### src/rtl/bcd_display_scanner_pkg.sv
// Shared constants for the multiplexed 7-segment BCD display scanner.
// Glyphs are active-high, bit order gfedcba (seg[0]=a).
package bcd_display_scanner_pkg;

  localparam int unsigned N_DIGITS = 4;
  localparam int unsigned BCD_W    = 4;
  localparam int unsigned SEG_W    = 7;

  localparam logic [SEG_W-1:0] SEG_0    = 7'h3F;
  localparam logic [SEG_W-1:0] SEG_1    = 7'h06;
  localparam logic [SEG_W-1:0] SEG_2    = 7'h5B;
  localparam logic [SEG_W-1:0] SEG_3    = 7'h4F;
  localparam logic [SEG_W-1:0] SEG_4    = 7'h66;
  localparam logic [SEG_W-1:0] SEG_5    = 7'h6D;
  localparam logic [SEG_W-1:0] SEG_6    = 7'h7D;
  localparam logic [SEG_W-1:0] SEG_7    = 7'h07;
  localparam logic [SEG_W-1:0] SEG_8    = 7'h7F;
  localparam logic [SEG_W-1:0] SEG_9    = 7'h6F;
  localparam logic [SEG_W-1:0] SEG_DASH = 7'h40;
  localparam logic [SEG_W-1:0] SEG_OFF  = 7'h00;

  typedef logic [$clog2(N_DIGITS)-1:0] digit_idx_t;
  typedef logic [BCD_W-1:0]            nibble_t;

  function automatic logic [N_DIGITS-1:0] digit_onehot(input digit_idx_t idx);
    logic [N_DIGITS-1:0] oh;
    oh      = '0;
    oh[idx] = 1'b1;
    return oh;
  endfunction

endpackage

### src/rtl/bcd_display_scanner_dec.sv
// Combinational BCD nibble to active-high 7-segment glyph decoder.
// Non-BCD codes (A..F) render as a dash so corrupt counts are visible.
module bcd_to_seg7
  import bcd_display_scanner_pkg::*;
(
  input  logic [BCD_W-1:0] nibble,
  output logic [SEG_W-1:0] seg
);

  always_comb begin
    seg = SEG_DASH;
    case (nibble)
      4'd0:    seg = SEG_0;
      4'd1:    seg = SEG_1;
      4'd2:    seg = SEG_2;
      4'd3:    seg = SEG_3;
      4'd4:    seg = SEG_4;
      4'd5:    seg = SEG_5;
      4'd6:    seg = SEG_6;
      4'd7:    seg = SEG_7;
      4'd8:    seg = SEG_8;
      4'd9:    seg = SEG_9;
      default: seg = SEG_DASH;
    endcase
  end

endmodule

### src/rtl/bcd_display_scanner.sv
// Time-multiplexed 4-digit 7-segment scanner with per-frame shadow latching,
// leading-zero blanking, decimal points and selectable output polarity.
module bcd_display_scanner
  import bcd_display_scanner_pkg::*;
#(
  parameter int unsigned CLK_HZ     = 100_000_000,
  parameter int unsigned REFRESH_HZ = 1000,
  parameter bit          LZ_BLANK   = 1'b1,
  parameter bit          ACTIVE_LOW = 1'b1
) (
  input  logic                      clk,
  input  logic                      reset,
  input  logic [N_DIGITS*BCD_W-1:0] digits,
  input  logic [N_DIGITS-1:0]       dp_mask,
  input  logic                      enable,
  output logic [N_DIGITS-1:0]       an,
  output logic [SEG_W-1:0]          seg,
  output logic                      dp,
  output logic                      frame_tick
);

  localparam int unsigned DIV = CLK_HZ / REFRESH_HZ;
  localparam int unsigned PW  = (DIV < 2) ? 1 : $clog2(DIV);
  localparam logic [PW-1:0] PRESC_MAX = PW'(DIV - 1);

  // XOR masks: active-high internal levels become board levels.
  localparam logic [N_DIGITS-1:0] AN_OFF  = {N_DIGITS{ACTIVE_LOW}};
  localparam logic [SEG_W-1:0]    SEG_INV = {SEG_W{ACTIVE_LOW}};
  localparam logic                DP_OFF  = ACTIVE_LOW;

  if (DIV < 2) begin : g_div_check
    $error("bcd_display_scanner: CLK_HZ/REFRESH_HZ must be at least 2");
  end

  logic [PW-1:0]               presc_q, presc_d;
  digit_idx_t                  idx_q, idx_d;
  logic [N_DIGITS*BCD_W-1:0]   shadow_digits_q, shadow_digits_d;
  logic [N_DIGITS-1:0]         shadow_dp_q, shadow_dp_d;
  logic                        frame_tick_q, frame_tick_d;
  logic [N_DIGITS-1:0]         an_q, an_d;
  logic [SEG_W-1:0]            seg_q, seg_d;
  logic                        dp_q, dp_d;

  logic                        tick;
  logic                        reload;
  logic [N_DIGITS-1:0]         blank;
  logic                        zero_above;
  nibble_t                     cur_nibble;
  logic [SEG_W-1:0]            glyph;
  logic                        cur_blank;
  logic                        cur_dp;
  logic [N_DIGITS-1:0]         an_act;
  logic [SEG_W-1:0]            seg_act;
  logic                        dp_act;

  always_comb begin
    tick            = (presc_q == PRESC_MAX);
    presc_d         = tick ? '0 : presc_q + 1'b1;
    idx_d           = tick ? idx_q + 1'b1 : idx_q;
    reload          = tick && (idx_q == digit_idx_t'(N_DIGITS - 1));
    shadow_digits_d = reload ? digits : shadow_digits_q;
    shadow_dp_d     = reload ? dp_mask : shadow_dp_q;
    frame_tick_d    = reload;
  end

  // Blank from the top down while every higher nibble (this one included) is zero.
  always_comb begin
    blank      = '0;
    zero_above = 1'b1;
    for (int unsigned k = N_DIGITS - 1; k >= 1; k--) begin
      zero_above = zero_above && (shadow_digits_q[k*BCD_W +: BCD_W] == '0);
      blank[k]   = LZ_BLANK && zero_above;
    end
  end

  always_comb begin
    cur_nibble = shadow_digits_q[idx_q*BCD_W +: BCD_W];
    cur_blank  = blank[idx_q];
    cur_dp     = shadow_dp_q[idx_q];
  end

  bcd_to_seg7 u_dec (
    .nibble (cur_nibble),
    .seg    (glyph)
  );

  // A blanked digit keeps its anode on only to show a requested decimal point.
  always_comb begin
    an_act  = '0;
    seg_act = SEG_OFF;
    dp_act  = 1'b0;
    if (enable) begin
      dp_act = cur_dp;
      if (!cur_blank) begin
        an_act  = digit_onehot(idx_q);
        seg_act = glyph;
      end else if (cur_dp) begin
        an_act = digit_onehot(idx_q);
      end
    end
    an_d  = an_act ^ AN_OFF;
    seg_d = seg_act ^ SEG_INV;
    dp_d  = dp_act ^ DP_OFF;
  end

  always_ff @(posedge clk or negedge reset) begin
    if (!reset) begin
      presc_q         <= '0;
      idx_q           <= '0;
      shadow_digits_q <= '0;
      shadow_dp_q     <= '0;
      frame_tick_q    <= 1'b0;
      an_q            <= AN_OFF;
      seg_q           <= SEG_INV;
      dp_q            <= DP_OFF;
    end else begin
      presc_q         <= presc_d;
      idx_q           <= idx_d;
      shadow_digits_q <= shadow_digits_d;
      shadow_dp_q     <= shadow_dp_d;
      frame_tick_q    <= frame_tick_d;
      an_q            <= an_d;
      seg_q           <= seg_d;
      dp_q            <= dp_d;
    end
  end

  assign an         = an_q;
  assign seg        = seg_q;
  assign dp         = dp_q;
  assign frame_tick = frame_tick_q;

  anode_onehot_a : assert property (@(posedge clk) disable iff (!reset)
    $onehot0(an_q ^ AN_OFF));

endmodule
### config.mk
export PLATFORM = sky130hd
export DESIGN_NAME = bcd_display_scanner
export DESIGN_NICKNAME = d
export VERILOG_FILES = /design/src/rtl/bcd_display_scanner_pkg.sv /design/src/rtl/bcd_display_scanner_dec.sv /design/src/rtl/bcd_display_scanner.sv
export SDC_FILE = /design/constraint.sdc
export NUM_CORES = 1
export LEC_CHECK = 0
export CORE_MARGIN = 2
export CORE_UTILIZATION = 41
export CTS_CLUSTER_SIZE = 25
export DETAILED_ROUTE_END_ITERATION = 10
export SKIP_CTS_REPAIR_TIMING = 1
export SLEW_MARGIN = 20
export SYNTH_ARGS = -nofsm -noshare
export SYNTH_HDL_FRONTEND = slang
export SYNTH_HIERARCHICAL = 1
export SYNTH_SLANG_ARGS = --single-unit
### constraint.sdc
create_clock -name clk -period 3.9 [get_ports clk]
set_clock_uncertainty 0.1 [all_clocks]
set_input_delay 0.39 -clock clk [delete_from_list [all_inputs] [get_ports clk]]
set_output_delay 0.39 -clock clk [all_outputs]
set_load 0.01 [all_outputs]
After elaboration in Yosys (flattened, before gate mapping)
Memories as Yosys holds them, arrays and structs flattened.
Cells that the tools add are included.
{ "word_totals": {"romBits": 112, "memories": 1, "register_bits": 52} }
{ "classes": {"n_eq_ne": 2, "shifts": 1, "bitwise": 3, "magnitude_cmp": 2, "add_sub_neg": 2, "mux": 13, "reduce_logical": 7} }
{ "mem_list": {"columns": ["memory", "depth", "width", "rd", "rd_clocked_by_memory_dff", "write_ports", "line", "text"], "rows": [
  ["(no name shown)", 16, 7, 1, 0, 0, "bcd_display_scanner_dec.sv:12", "case (nibble)"]
]} }
{ "ops": {"columns": ["cell", "n"], "rows": [
  ["adder 17 x 1 -> 17 bit (second input constant)", 1],
  ["equality test 17 bit (second input constant)", 1],
  ["2-to-1 mux 17 bit", 1],
  ["variable part select 16 x 5 -> 4 bit", 1],
  ["2-to-1 mux 7 bit", 2],
  ["logical NOT 4 bit", 3],
  ["2-to-1 mux 4 bit", 3],
  ["inverter 7 bit", 1],
  ["binary-select mux 1 bit (select 2 bit)", 2],
  ["logical AND 1 bit", 4],
  ["2-to-1 mux 1 bit", 4],
  ["inverter 4 bit", 1],
  ["less-than comparator 2 x 3 -> 1 bit (second input constant)", 1],
  ["adder 2 x 1 -> 2 bit (second input constant)", 1],
  ["demux 1 bit (select 2 bit)", 1],
  ["equality test 2 bit (second input constant)", 1],
  [">= comparator 2 x 1 -> 1 bit (second input constant)", 1],
  ["inverter 1 bit", 1]
]} }

Longest topological paths before layout
{ "logic_depth": {"ltp_word": 8, "ltp_mapped": 7, "mapped_depth_nobuf": 6} }

Modules after synthesis
Netlist, hierarchy kept.
{ "by_module_without_submodules": {"columns": ["mod", "n_inst", "seq_area_each_um2", "cells_each", "area_per_inst_um2"], "rows": [
  ["bcd_display_scanner", 1, 1316.3, 176, 2367.3],
  ["bcd_to_seg7", 1, 0.0, 29, 232.7]
]} }

Worst setup path after synthesis
OpenSTA, ideal clock, no wires.
{ "synth_timing": {"path_kind": "reg-to-reg", "start": "register presc_q[13]", "end": "register shadow_digits_q[0]", "n_path_buf": 1, "path_stages_with_launch": 6, "setup_ns": 0.125, "arrival_ns": 1.935, "path_slack_ns": 1.739, "synth_period_minus_slack_ns": 2.161, "cell_sequence": "dfrtp_1 > or4b_4 > nor4_4 > nand2_2 > buf_6 > mux2_4"} }
{ "synth_via": {"elab_chain_len": 2} }
{ "synth_lines": {"columns": ["item", "line", "text"], "rows": [
  ["start: declaration", "bcd_display_scanner.sv:35", "logic [PW-1:0] presc_q, presc_d;"],
  ["start signal: assignment", "bcd_display_scanner.sv:117", "presc_q <= presc_d;"],
  ["equality test 17 bit", "bcd_display_scanner.sv:57", "tick = (presc_q == PRESC_MAX);"],
  ["logical AND 1 bit", "bcd_display_scanner.sv:60", "reload = tick && (idx_q == digit_idx_t'(N_DIGITS - 1));"],
  ["end signal: assignment", "bcd_display_scanner.sv:119", "shadow_digits_q <= shadow_digits_d;"],
  ["end: declaration", "bcd_display_scanner.sv:37", "logic [N_DIGITS*BCD_W-1:0] shadow_digits_q, shadow_digits_d;"]
]} }
No other way between the ends.
A chain may end at the register's enable or synchronous reset.

Final worst setup path
{ "layout_timing": {"start": "register presc_q[0]", "end": "register shadow_dp_q[3]"} }
{ "layout_via": {"elab_chain_len": 2} }
{ "layout_lines": {"columns": ["item", "line", "text"], "rows": [
  ["equality test 17 bit", "bcd_display_scanner.sv:57", null],
  ["logical AND 1 bit", "bcd_display_scanner.sv:60", null],
  ["end signal: assignment", "bcd_display_scanner.sv:120", "shadow_dp_q <= shadow_dp_d;"],
  ["end: declaration", "bcd_display_scanner.sv:38", "logic [N_DIGITS-1:0] shadow_dp_q, shadow_dp_d;"]
]} }
No other way between the ends.

==> impl.org <==
** Run status
- Result of the run :: finished clean

** Power
- Total power divided by cell area :: 308.7 nW/µm²
- VDD sags by at most 0.1318 mV.
- Leak :: 1.329 nW
- Total power for the finished layout comes to 0.9502 mW.

** Clock network
- TritonCTS clock tree :: done
- CTS built an H-tree with a depth of 2.
- Clock-pin slew was measured on the worst setup and hold paths at 0.09 ns.
- The longest clock path from root to sink contains 2 buffers.
- Counting every sink on the clock net gives 52.
- Counting the buffers created by CTS gives 5.
- CTS Root Cell :: clkbuf_8
- Clk Latency, worst-skew pair :: 0.30 ns

** Synth
- Yosys mapped the design onto 40 distinct sky130hd cell types.
- In the synthesized netlist, the number of instances is 205.
- Sequential cells were found to cover 50.63% of the synthesized design area.
- After synthesis, the cell types taking the most area are dfrtp_1, dfstp_2, mux2_4, ha_1, mux4_2.
- Biggest area consumer among synthesized cells :: dfrtp_1
- Most used DFF post-synth :: dfrtp_1
- Summed over its instances, the top area cell type makes up 38.50% of the synthesized netlist area.
- Yosys instantiated no cell more often than dfrtp_1.
- Seq cells post-synth :: 52
- Count of warnings emitted by yosys :: 6
- Net count of the mapped netlist :: 239
- Mapped Avg Cell Area :: 12.68 µm²
- Netlist area before placement :: 2600 µm²
- Ranked by instance count, the synthesized netlist is headed by dfrtp_1, mux2_4, nand2_1.
- Of all flip-flops after synthesis, the portion carrying an async set or reset was 100.0%.
- Number of flops mapped to enable cells by yosys :: 0

** Setup path
- Worst path slowest cell :: nor4_4
- Family of cells with the greatest summed delay on the critical path :: simple AND/OR/NAND/NOR gates
- By startpoint and endpoint, the worst setup path is classified as register to register.
- The worst setup path is captured at a register.
- STA classifies the critical path startpoint as a register.
- The setup check on the worst reg-to-reg path leaves a slack of 1.20 ns.
- The critical path goes through ha_1 > nand4_1 > nor4_4 > nand2_2 > mux2_4.
- On the worst path, the slowest cell contributes a delay of 0.59 ns.
- Worst path required time :: 3.98 ns
- Crit path arrival time :: 2.78 ns
- The critical path contains buffers and inverters numbering 0 combined.
- Along the worst path, the maximum fanout reaches 20.

** Cells and area
- In the final design database the tool counted 276 nets.
- For this run, the share of the core covered by cells in the final layout is 49.32%.
- The number of antenna diodes in the final layout is 0.
- Non-filler cells in the finished layout :: 320
- Cells with a size suffix above 1 make up 21.81% of the layout.
- Registers take 1316 µm².
- The multi-input combinational cells in the finished layout cover a total of 1194 µm².
- Relative to the synthesized area, the layout overhead comes to 18.38%.
- FILL cells :: 570
- Post-route design area :: 3078 µm²

** Run
- Max-cap violations in this run came to 0.

** Detailed routing
- Summing over every cut layer, the via total after detailed routing is 1602.
- Number of detailed-routing iterations run before antenna repair :: 4
- Post-route DRC :: 0
- In this run the remaining antenna-violating nets after routing total 0.
- Number of vias per cell after detailed routing :: 5.006
- After the first detailed-routing iteration, the DRC count stood at 111.
- WL/cell :: 13.70 µm
- Routed WL :: 4385 µm

** Timing
- Final setup fails :: 0
- Measured against its own limit, the worst slew margin works out to 47.96%.
- Post-layout worst setup margin :: 1.198 ns
- At the pin with the least slew margin, the transition time is 0.7746 ns.
- Total negative slack :: 0 ns
- Worst hold slack :: 0.08306 ns
- Unrepaired setup endpoints after global routing :: no
- The worst path in the final design needs a cycle of 2.702 ns, including I/O delays and setup.
- Peak Freq :: 0.3701 GHz
- The number of hold-slack violations in the final timing report was 0.
- Final-report max-slew violation count :: 0
- Period utilization :: 69.28%

** Floorplanning
- In this run the horizontal extent of the chip is 83.64 µm.
- 36 I/O pins were placed.
- Initial core utilization :: 41.66%
- DIE HEIGHT :: 83.64 µm
- The initialized floorplan defines 29 standard-cell rows.
- Placeable Area :: 6241 µm²
- Full die area :: 6995 µm²

** Placed design
- At the end of routability-driven placement, the weighted congestion stood at 0.7772.
- The placed instances occupy a cell area of 2997 µm².
- Minimum setup slack after placement :: 1.213 ns
- After detailed placement, the design holds a cell count of 312.
- Detailed placement ended at an HPWL of 3099 µm.
- Quantity of I/O buffers inserted on ports :: 35

** Global routing
- The first global-routing pass estimated 7886 µm of wire.
- The number of antenna violations at the first check in global routing is 0.
- Largest net degree at the start of global routing :: 53
- The number of global-route vias before repair was 1667.
- Across every metal layer, demand over resource in global routing totals 13.83%.
- Grt total ovfl :: 0

** Hold path
- Type of the tightest min-delay check :: input port to async pin
[logic make-up (layout without fill, tap and decap cells)]
group                      count (synthesis)  after routing  synth area share (%)
adders and majority gates                 11             11                 5.293
and+or+nand+nor                           70             70                 15.74
muxes                                     26             26                 16.31
AOI/OAI and AO/OA                         15             15                 3.513
buffers and inverters                     16             54                 3.465
xor gates and xnor gates                  15             15                 5.053
DFF                                       52             52                 50.63
[final cells by class]
| type | count | area share, % |
|---|---|---|
| repair buffers | 36 | 11.46 |
| multi-input cells | 137 | 38.78 |
| clock buffers | 7 | 2.480 |
| flip-flops and latches | 52 | 42.76 |
| well taps | 77 | 3.130 |
| inverters | 10 | 1.220 |
| clock inverters | 1 | 0.1626 |
[sequential cells by signal, indices dropped and copies added (netlist names)]
signal           cells
an                   4
dp                   1
presc_q             17
frame_tick           1
shadow_digits_q     16
shadow_dp_q          4
seg                  7
idx_q                2
[where the power goes]
group          leakage [nW]  switching (mW)  internal [mW]
combinational         0.663          0.0352         0.0558
sequential            0.624         0.00933          0.560
clock                0.0422           0.164          0.126
[final timing paths]
kind,depth (start not counted),endpoint,from
worst min-delay path,2,presc_q[9],reset
worst min register to register,1,shadow_dp_q[3],shadow_dp_q[3]
worst max-delay path,5,shadow_dp_q[3],presc_q[0]
worst max register to register,5,shadow_dp_q[3],presc_q[0]
min in group clk,1,shadow_dp_q[3],shadow_dp_q[3]
max in group asynchronous,2,shadow_dp_q[0],reset
[cells in the final DEF, fill, tap and decap left out, types with 2 or more instances in the layout]
cell type	synthesis	final
mux2_4	20	20
nor4_1	5	5
xor2_1	4	4
nand4_1	6	6
inv_1	10	10
dfstp_2	12	12
nor2_1	7	7
ha_1	11	11
mux4_2	5	5
or3_1	2	2
xnor2_1	11	11
nor3_1	6	6
a21oi_1	3	3
clkbuf_1	2	2
o21ai_0	5	5
o22ai_1	3	3
nand2_1	17	17
clkdlybuf4s50_1	0	34
clkbuf_8	0	5
or4_1	3	3
dfrtp_1	40	40
nand3_1	10	10
[layer usage]
layer / GRT usage, % / routed length [µm] / vias to the layer above
met4: 4.985 / 66 / 0
met2: 19.85 / 1871 / 35
met3: 3.363 / 177 / 6
li1: - / - / 796
met5: 0 / 0 / -
met1: 20.40 / 2269 / 765
No activity file was read; power rests on OpenSTA's default activity.
